[src/rtl/muldiv_if.sv]
// Handshake and operand bus between the datapath and the multiply/divide unit.
interface muldiv_if #(parameter int WIDTH = 32);
    logic             start;
    logic [1:0]       op;
    logic [WIDTH-1:0] srcA;
    logic [WIDTH-1:0] srcB;
    logic             hiWe;
    logic             loWe;
    logic [WIDTH-1:0] wdata;
    logic             busy;
    logic             done;
    logic [WIDTH-1:0] hi;
    logic [WIDTH-1:0] lo;

    modport master (
        output start, op, srcA, srcB, hiWe, loWe, wdata,
        input  busy, done, hi, lo
    );

    modport slave (
        input  start, op, srcA, srcB, hiWe, loWe, wdata,
        output busy, done, hi, lo
    );
endinterface

[src/rtl/muldiv_unit.sv]
// Iterative radix-2 multiply/divide unit with architectural HI/LO registers.
// Signed ops are run on magnitudes through one unsigned core and fixed up in FIN.
module muldiv_unit #(
    parameter int WIDTH = 32
) (
    input  logic    clk,
    input  logic    rst_n,
    muldiv_if.slave bus
);
    localparam int CW = $clog2(WIDTH + 1);

    typedef enum logic [1:0] {IDLE, RUN, FIN} state_t;

    state_t           state, state_nxt;
    logic [CW-1:0]    count;
    logic [WIDTH-1:0] acc;       // product high half / partial remainder
    logic [WIDTH-1:0] q;         // multiplier shifting out / quotient shifting in
    logic [WIDTH-1:0] b;         // multiplicand or divisor magnitude
    logic [WIDTH-1:0] a_raw;     // original dividend, returned on divide by zero
    logic             is_div, neg_res, neg_rem, div_zero;
    logic [WIDTH-1:0] hi_r, lo_r;
    logic             done_r;

    logic             a_neg, b_neg;
    logic [WIDTH-1:0] a_mag, b_mag;
    logic [WIDTH:0]   add_sum, trial;
    logic [WIDTH-1:0] acc_step, q_step;
    logic [2*WIDTH-1:0] prod, prod_fix;
    logic [WIDTH-1:0] res_hi, res_lo;
    logic             accept;

    assign accept   = (state == IDLE) && bus.start;
    assign bus.busy = (state != IDLE);
    assign bus.done = done_r;
    assign bus.hi   = hi_r;
    assign bus.lo   = lo_r;

    // Operand magnitudes; op[0]=0 selects signed interpretation
    always_comb begin
        a_neg = ~bus.op[0] & bus.srcA[WIDTH-1];
        b_neg = ~bus.op[0] & bus.srcB[WIDTH-1];
        a_mag = a_neg ? -bus.srcA : bus.srcA;
        b_mag = b_neg ? -bus.srcB : bus.srcB;
    end

    // One shift-add or restoring shift-subtract step
    always_comb begin
        add_sum  = {1'b0, acc} + (q[0] ? {1'b0, b} : '0);
        trial    = {acc, q[WIDTH-1]} - {1'b0, b};
        acc_step = add_sum[WIDTH:1];
        q_step   = {add_sum[0], q[WIDTH-1:1]};
        if (is_div) begin
            if (!trial[WIDTH]) begin
                acc_step = trial[WIDTH-1:0];
                q_step   = {q[WIDTH-2:0], 1'b1};
            end else begin
                acc_step = {acc[WIDTH-2:0], q[WIDTH-1]};
                q_step   = {q[WIDTH-2:0], 1'b0};
            end
        end
    end

    // Sign fix-up and special cases for the final result
    always_comb begin
        prod     = {acc, q};
        prod_fix = neg_res ? -prod : prod;
        res_hi   = prod_fix[2*WIDTH-1:WIDTH];
        res_lo   = prod_fix[WIDTH-1:0];
        if (div_zero) begin
            res_hi = a_raw;
            res_lo = '1;
        end else if (is_div) begin
            res_hi = neg_rem ? -acc : acc;
            res_lo = neg_res ? -q : q;
        end
    end

    // State register
    always_ff @(posedge clk or negedge rst_n) begin
        if (!rst_n) state <= IDLE;
        else        state <= state_nxt;
    end

    // Next-state logic
    always_comb begin
        state_nxt = state;
        case (state)
            IDLE:    if (bus.start) state_nxt = RUN;
            RUN:     if (count == CW'(1)) state_nxt = FIN;
            FIN:     state_nxt = IDLE;
            default: state_nxt = IDLE;
        endcase
    end

    // Iteration datapath: load on accept, step while running
    always_ff @(posedge clk or negedge rst_n) begin
        if (!rst_n) begin
            count    <= '0;
            acc      <= '0;
            q        <= '0;
            b        <= '0;
            a_raw    <= '0;
            is_div   <= 1'b0;
            neg_res  <= 1'b0;
            neg_rem  <= 1'b0;
            div_zero <= 1'b0;
        end else if (accept) begin
            count    <= CW'(WIDTH);
            acc      <= '0;
            q        <= a_mag;
            b        <= b_mag;
            a_raw    <= bus.srcA;
            is_div   <= bus.op[1];
            neg_res  <= a_neg ^ b_neg;
            neg_rem  <= a_neg;
            div_zero <= bus.op[1] && (bus.srcB == '0);
            if (!bus.op[1]) begin
                // multiply: q holds the multiplier, b the multiplicand
                q <= b_mag;
                b <= a_mag;
            end
        end else if (state == RUN) begin
            count <= count - CW'(1);
            acc   <= acc_step;
            q     <= q_step;
        end
    end

    // HI/LO: result write on leaving FIN, mthi/mtlo only when idle and not starting
    always_ff @(posedge clk or negedge rst_n) begin
        if (!rst_n) begin
            hi_r <= '0;
            lo_r <= '0;
        end else if (state == FIN) begin
            hi_r <= res_hi;
            lo_r <= res_lo;
        end else if (state == IDLE && !bus.start) begin
            if (bus.hiWe) hi_r <= bus.wdata;
            if (bus.loWe) lo_r <= bus.wdata;
        end
    end

    // Done pulse in the first idle cycle after FIN
    always_ff @(posedge clk or negedge rst_n) begin
        if (!rst_n) done_r <= 1'b0;
        else        done_r <= (state == FIN);
    end
endmodule

[src/flat_wrapper.sv]
// flat-port wrapper written by rule: the top's interface ports become plain ports
module muldiv_unit_flat 
#(
    parameter int WIDTH = 32
)
  (clk, rst_n, bus_start, bus_op, bus_srcA, bus_srcB, bus_hiWe, bus_loWe, bus_wdata, bus_busy, bus_done, bus_hi, bus_lo);
  muldiv_if #(.WIDTH(WIDTH)) bus_i ();
  input  logic clk;
  input  logic rst_n;
  input wire logic [$bits(bus_i.start)-1:0] bus_start;
  input wire logic [$bits(bus_i.op)-1:0] bus_op;
  input wire logic [$bits(bus_i.srcA)-1:0] bus_srcA;
  input wire logic [$bits(bus_i.srcB)-1:0] bus_srcB;
  input wire logic [$bits(bus_i.hiWe)-1:0] bus_hiWe;
  input wire logic [$bits(bus_i.loWe)-1:0] bus_loWe;
  input wire logic [$bits(bus_i.wdata)-1:0] bus_wdata;
  output wire logic [$bits(bus_i.busy)-1:0] bus_busy;
  output wire logic [$bits(bus_i.done)-1:0] bus_done;
  output wire logic [$bits(bus_i.hi)-1:0] bus_hi;
  output wire logic [$bits(bus_i.lo)-1:0] bus_lo;
  assign bus_i.start = bus_start;
  assign bus_i.op = bus_op;
  assign bus_i.srcA = bus_srcA;
  assign bus_i.srcB = bus_srcB;
  assign bus_i.hiWe = bus_hiWe;
  assign bus_i.loWe = bus_loWe;
  assign bus_i.wdata = bus_wdata;
  assign bus_busy = bus_i.busy;
  assign bus_done = bus_i.done;
  assign bus_hi = bus_i.hi;
  assign bus_lo = bus_i.lo;
  muldiv_unit #(.WIDTH(WIDTH)) u_core (.clk(clk), .rst_n(rst_n), .bus(bus_i));
endmodule
[config.mk]
export PLATFORM = sky130hd
export DESIGN_NAME = muldiv_unit_flat
export DESIGN_NICKNAME = d
export VERILOG_FILES = /design/src/rtl/muldiv_if.sv /design/src/rtl/muldiv_unit.sv /design/src/flat_wrapper.sv
export SDC_FILE = /design/constraint.sdc
export NUM_CORES = 1
export LEC_CHECK = 0
export BUFFER_PORTS_ARGS = -buffer_cell sky130_fd_sc_hd__buf_2
export CORE_MARGIN = 3
export CORE_UTILIZATION = 35
export CTS_BUF_LIST = sky130_fd_sc_hd__clkbuf_8
export DETAILED_ROUTE_END_ITERATION = 16
export GPL_TIMING_DRIVEN = 0
export PLACE_DENSITY = 0.48
export SLEW_MARGIN = 20
export SYNTH_ARGS = -nofsm -noshare
export SYNTH_HDL_FRONTEND = slang
export SYNTH_SLANG_ARGS = --single-unit
[constraint.sdc]
create_clock -name clk -period 5.2 [get_ports clk]
set_input_delay 0.78 -clock clk [delete_from_list [all_inputs] [get_ports clk]]
set_output_delay 0.78 -clock clk [all_outputs]
set_load 0.005 [all_outputs]
==> results of run 1 <==
[metal layers]
layer | vias to the layer above | share of wire, % | global-route usage [%]
li1 | 8037 | - | -
met1 | 8447 | 47 | 42.7
met2 | 694 | 43 | 43.6
met3 | 118 | 6.6 | 3.57
met4 | 0 | 4.1 | 11.1
met5 | - | 0 | 0
[state kept, by name, indices dropped and copies added (netlist names), 2 cells and up]
register / count
u_core.acc: 32
u_core.bus.lo: 32
u_core.q: 32
u_core.b: 32
u_core.a_raw: 32
u_core.bus.hi: 32
u_core.state: 2
u_core.count: 6
[worst max-delay path, cell delays in order (launching register included)]
cell	delay [ps]
dfrtp_1	540
inv_1	180
ha_1	250
fa_1	420
nand2b_1	190
a21oi_1	230
o2111ai_1	490
a211oi_1	670
nor3_1	130
o21ai_0	170
and4b_1	190
buf_2	270
buf_2	420
nor3_1	130
a311o_1	340
[cell usage after synthesis (16+ instances only)]
| library cell | instances | area share (%) |
|---|---|---|
| nand2_1 | 306 | 7.0 |
| dfrtp_1 | 205 | 31 |
| nor2_1 | 203 | 4.6 |
| o21ai_0 | 192 | 5.8 |
| a21oi_1 | 176 | 5.3 |
| clkbuf_1 | 114 | 2.6 |
| xnor2_1 | 103 | 5.5 |
| inv_1 | 73 | 1.7 |
| xor2_1 | 71 | 3.8 |
| ha_1 | 70 | 5.3 |
| mux2i_1 | 69 | 4.2 |
| o22ai_1 | 41 | 1.6 |
| nor3_1 | 34 | 1.0 |
| o21ai_1 | 27 | 0.82 |
| nand3_1 | 25 | 0.76 |
| nand2b_1 | 24 | 0.91 |
| o31ai_1 | 23 | 1.0 |
| o211ai_1 | 22 | 1.0 |
| a211oi_1 | 20 | 0.91 |
| a21o_1 | 20 | 0.91 |
| a22oi_1 | 19 | 0.87 |
| a31oi_1 | 19 | 0.72 |
| or3_1 | 19 | 0.72 |
| nor4_1 | 18 | 0.68 |
| a222oi_1 | 17 | 1.0 |
| and2_1 | 16 | 0.61 |
[stage by stage]
step           setup slack, ps  util, %
2_1_floorplan             1930        -
3_3_place_gp              -558     39.3
3_5_place_dp               596     39.4
4_1_cts                    582     41.5
5_1_grt                    243     41.5
6_report                   415     41.5
[report_power, final]
part           total (mW)  switching [mW]  internal [mW]  leakage [nW]
clock network        1.96           0.818           1.15         0.523
logic                8.84            5.51           3.32          5.33
registers            3.35           0.989           2.36          2.53
total                14.1            7.32           6.83          8.38
[final cells by class]
type | count | area [sq um] | share of cell area, %
Inverter | 75 | 282 | 1.48
Antenna cell | 1 | 2.50 | 0.0131
Tap cell | 600 | 751 | 3.93
Multi-Input combinational cell | 1714 | 10600 | 55.3
Clock inverter | 21 | 200 | 1.05
Sequential cell | 205 | 5130 | 26.9
Buffer | 132 | 504 | 2.64
Timing Repair Buffer | 169 | 901 | 4.72
Clock buffer | 55 | 757 | 3.97
[cells by family after synthesis]
| kind of cell | Yosys count |
|---|---|
| buffers and inverters | 207 |
| adder cells (fa/ha/maj) | 72 |
| multiplexers | 74 |
| XOR/XNOR | 174 |
| flip-flops | 205 |
| AND/OR/NAND/NOR | 730 |
| AO/OA/AOI/OAI | 664 |
[how the worst max path moves through the flow]
stage,cells after the start,from,endpoint
floorplan,14,u_core.q[31],u_core.acc[3]
global placement,1,rst_n,u_core.a_raw[26]
detailed placement,14,u_core.q[31],u_core.acc[3]
CTS,14,u_core.q[31],u_core.acc[3]
global route,14,u_core.q[31],u_core.acc[3]
finish,14,u_core.q[31],u_core.acc[3]
==> metrics.txt, run 1 <==
initial drt markers=1574; antenna violations before repair=2; vias per cell=5.82; post-synthesis mux area share=around 4.5%; largest family of logic cells by synthesized area=compound AO/OA/AOI/OAI gates; Critical Path Fanout Max=10; final total power=about 14 mW; Total Routed Length=74.3 mm; Slew @ Worst Pin=roughly 1100 ps; final setup vio count=0; Synth Register Bits=about 200; crit start category=flop; drt pass-1 iters=8; DRC viols=0; Slew Viols, Final=0; Synth Warn #=0; GP Congestion=between 0.9 and 1; Final min period=approximately 4800 ps; # clock sinks=between 200 and 250; largest net degree at the start of global routing=83; Max Cap Viol=0; Arrival @ worst endpoint=roughly 5300 ps; Port-buffer cells=roughly 170; grt ovf=0; commonest non-fill, non-tap cell in the layout=nand2_1; die height=about 220 um; Relative slew margins=27.3%; Reg2Reg Launch Point=u_core.q[31]; status=finished, final reports clean; Worst VDD drop=approximately 0.33 mV; pwr/cell area=around 740 mW/mm^2; layout cell share with drive strength beyond 1=11.2%; root buffer cell=clkbuf_8; Final Cell Area=approximately 0.019 sq mm; Synth async-reset ratio=between 90% and 100%; CP endpoint kind=flop; CTS tree=yes; Post-DP Area=0.0181 sq mm; reg-to-reg slack, setup=410 ps; post-synthesis compound-gate area fraction=between 20% and 30%; post-synthesis simple-gate area fraction=about a fifth; Area Overhead vs Synth=15.9%; CTS Hold Bufs=0; die area=roughly 0.050 sq mm; worst min-delay path class=in2async; R2R depth=14; clk_lat worst skew=roughly 600 ps; Die W=about 220 um; Crit Path Category=reg2reg; TritonCTS buffer count=41; CORE AREA=about 0.046 sq mm; clk_skew=31.1 ps; Lkg Pwr=around 8.4 nW; setup bufs post-CTS=0; Reg-to-Reg End=u_core.acc[3]; routed len/inst=between 20 and 30 um; Achievable Freq=0.209 GHz; fin cells=2972; Mapped Avg Cell Area=7.75 sq um; placed cell count=2895; nets=2513; Clock Path Buffers=3; commonest cells after routing, fill and taps aside=nand2_1, dfrtp_1, nor2_1, o21ai_0, a21oi_1; Fin Hold WS=120 ps; row cnt=between 70 and 80; number of fill cells in the layout=just under 5000; WP data required=5670 ps; H-tree depth=2; Cell Area, Synth=~0.016 sq mm; clock edge transition at the registers on the reported setup and hold paths=approximately 70 ps; I/O pins=between 150 and 200; syn nets=approximately 2300; setup TNS=0 ps; cts repair resizes=0; adder and majority gate portion of the synthesized area=under 10%; Final period util=a little over 90%; Post-DP HPWL=59.6 mm; post-route ant nets=0; EDFF count, synth=0; Tot GR Track Use=29.1%; starting density of the core=~36%; via count=17300; vias in the first global route=between 15000 and 20000; most used flip-flop cell after synthesis=dfrtp_1; xor/xnor share of the synthesized area=a little under a tenth; Seq/Total Area, Yosys=about 31%; Post-Syn Instances=between 2000 and 2500; final hold viol count=0; first-pass GRT wire length=110 mm; RSZ-0062 raised after global routing=false; Synth cell types=a little under 80
Power figures use the tool's default switching activity.
==> run 2, diff against run 1 <==
- RECOVER_POWER: unset -> 25
- clock period: 5.2 -> 5.3 ns (I/O delays scaled with it)
==> metrics.txt, run 2 (synthesis gave the netlist of run 1 again) <==
via count=17300 (-0.023%); worst min-delay path class=in2reg; Reg2Reg Launch Point=u_core.q[31]; Tot GR Track Use=29.1% (unchanged); initial drt markers=1517 (-3.6%); fin cells=2973 (+0.034%); GP Congestion=0.935 (unchanged); drt pass-1 iters=7 (-1); min-delay src=bus_srcA[27]; CTS tree=yes; Arrival @ worst endpoint=5180 ps (-70 ps); Total Routed Length=74.4 mm (+0.15%); setup bufs post-CTS=0 (unchanged); CTS Hold Bufs=0 (unchanged); DRC viols=0 (unchanged); row cnt=78 (unchanged); Slew @ Worst Pin=4400 ps (+3320 ps); grt ovf=0 (unchanged); starting density of the core=35.8% (unchanged); Die W=223 um (unchanged); failing checks=max-capacitance violations, max-slew violations; cts repair resizes=0 (unchanged); placed cell count=2895 (unchanged); Final period util=89.0% (-3.1 points); die area=0.0497 sq mm (unchanged); Final Core Density=41.5% (about the same); antenna violations before repair=2 (unchanged); critical path, cell by cell=inv_1 > ha_1 > fa_1 > nand2b_1 > a21oi_1 > o2111ai_1 > a211oi_1 > nor3_1 > o21ai_0 > and4b_1 > buf_2 > buf_2 > nor3_1 > a311o_1; Lkg Pwr=8.38 nW (about the same); status=finished with violations; final setup vio count=0 (unchanged); Post-DP Area=0.0181 sq mm (unchanged); commonest cells after routing, fill and taps aside=nand2_1, dfrtp_1, nor2_1, o21ai_0, a21oi_1; nets=2513 (unchanged); Critical Path Fanout Max=10 (unchanged); R2R depth=14 (unchanged); root buffer cell=clkbuf_8; Max Cap Viol=1 (+1); Final min period=4720 ps (-70.1 ps); largest net degree at the start of global routing=83 (unchanged); vias per cell=5.82 (about the same); Clock Path Buffers=3 (unchanged); CP endpoint kind=flop; crit start category=flop; Crit Path Category=reg2reg; number of fill cells in the layout=4856 (unchanged); Critical-path top delay cell=a211oi_1; commonest non-fill, non-tap cell in the layout=nand2_1; I/O pins=169 (unchanged); CORE AREA=0.0460 sq mm (unchanged); Relative slew margins=-193% (-220 points); Slew Viols, Final=65 (+65); clock edge transition at the registers on the reported setup and hold paths=60 ps (about the same); Area Overhead vs Synth=15.8% (about the same); TritonCTS buffer count=41 (unchanged); # clock sinks=205 (unchanged); routed len/inst=25.0 um (+0.12%); Place WS=696 ps (+100 ps); RSZ-0062 raised after global routing=false; H-tree depth=2 (unchanged); Post-DP HPWL=59.6 mm (unchanged); first-pass GRT wire length=110 mm (unchanged); layout cell share with drive strength beyond 1=11.1% (-0.042 points); final hold viol count=0 (unchanged); WP data required=5760 ps (+90 ps); Worst Hold Depth=3; Achievable Freq=0.212 GHz (+1.5%); pwr/cell area=728 mW/mm^2 (-1.8%); PnR worst setup slack=585 ps (+170 ps); post-route ant nets=0 (unchanged); clk_skew=35.0 ps (+3.90 ps); die height=223 um (unchanged); Port-buffer cells=167 (unchanged); final total power=13.9 mW (-1.9%); Final Cell Area=0.0191 sq mm (about the same); clk_lat worst skew=610 ps (about the same); vias in the first global route=16600 (unchanged); max incr delay on CP=660 ps (about the same); Worst VDD drop=0.323 mV (-2.0%); CP Launch Point=u_core.q[31]
[run 2: changes by cell type in the layout (fill, tap and decap cells not counted)]
cell / change
clkbuf_1: +1
diode_2: +1
buf_8: -1
[run 2: power by group]
part           switching, mW  internal, mW
Clock                  0.803          1.13
Sequential             0.973          2.31
Combinational           5.41          3.26
[run 2: worst max-delay path, delay by kind of cell (launching register included)]
| kind | cells | cell delay (ps) |
|---|---|---|
| buf+inv | 3 | 860 |
| simple gates | 4 | 640 |
| fa+ha+maj | 2 | 670 |
| flops | 1 | 520 |
| compound gates | 5 | 1860 |
[run 2: layout make-up]
cell class | count | area [sq um] | share of cell area, %
Antenna cell | 2 | 5.00 | 0.0262
Buffer | 132 | 504 | 2.64
Clock buffer | 55 | 757 | 3.97
Clock inverter | 21 | 200 | 1.05
Inverter | 75 | 282 | 1.48
Multi-Input combinational cell | 1714 | 10600 | 55.3
Sequential cell | 205 | 5130 | 26.9
Tap cell | 600 | 751 | 3.94
Timing Repair Buffer | 169 | 890 | 4.67
[run 2: through the flow]
step	TNS [ps]	hold slack, ps
2_1_floorplan	0	445
3_3_place_gp	-89000	462
3_5_place_dp	0	466
4_1_cts	0	136
5_1_grt	0	444
6_report	0	434
[run 2: final timing paths]
path / to / slack, ps
setup reg to reg: u_core.acc[3] / 580
setup / recovery: u_core.acc[3] / 580
max in group asynchronous: u_core.a_raw[30] / 1030
min in group asynchronous: u_core.acc[9] / 1720
hold reg to reg: u_core.bus.lo[1] / 470
hold / removal: u_core.a_raw[27] / 430
[run 2: layer usage]
metal  track usage, %  wire, um  vias to the layer above
met5                0         0                        -
met4             11.1      3050                        0
met3             3.57      4930                      118
met2             43.6     31900                      707
met1             42.7     34600                     8436
li1                 -         -                     8031
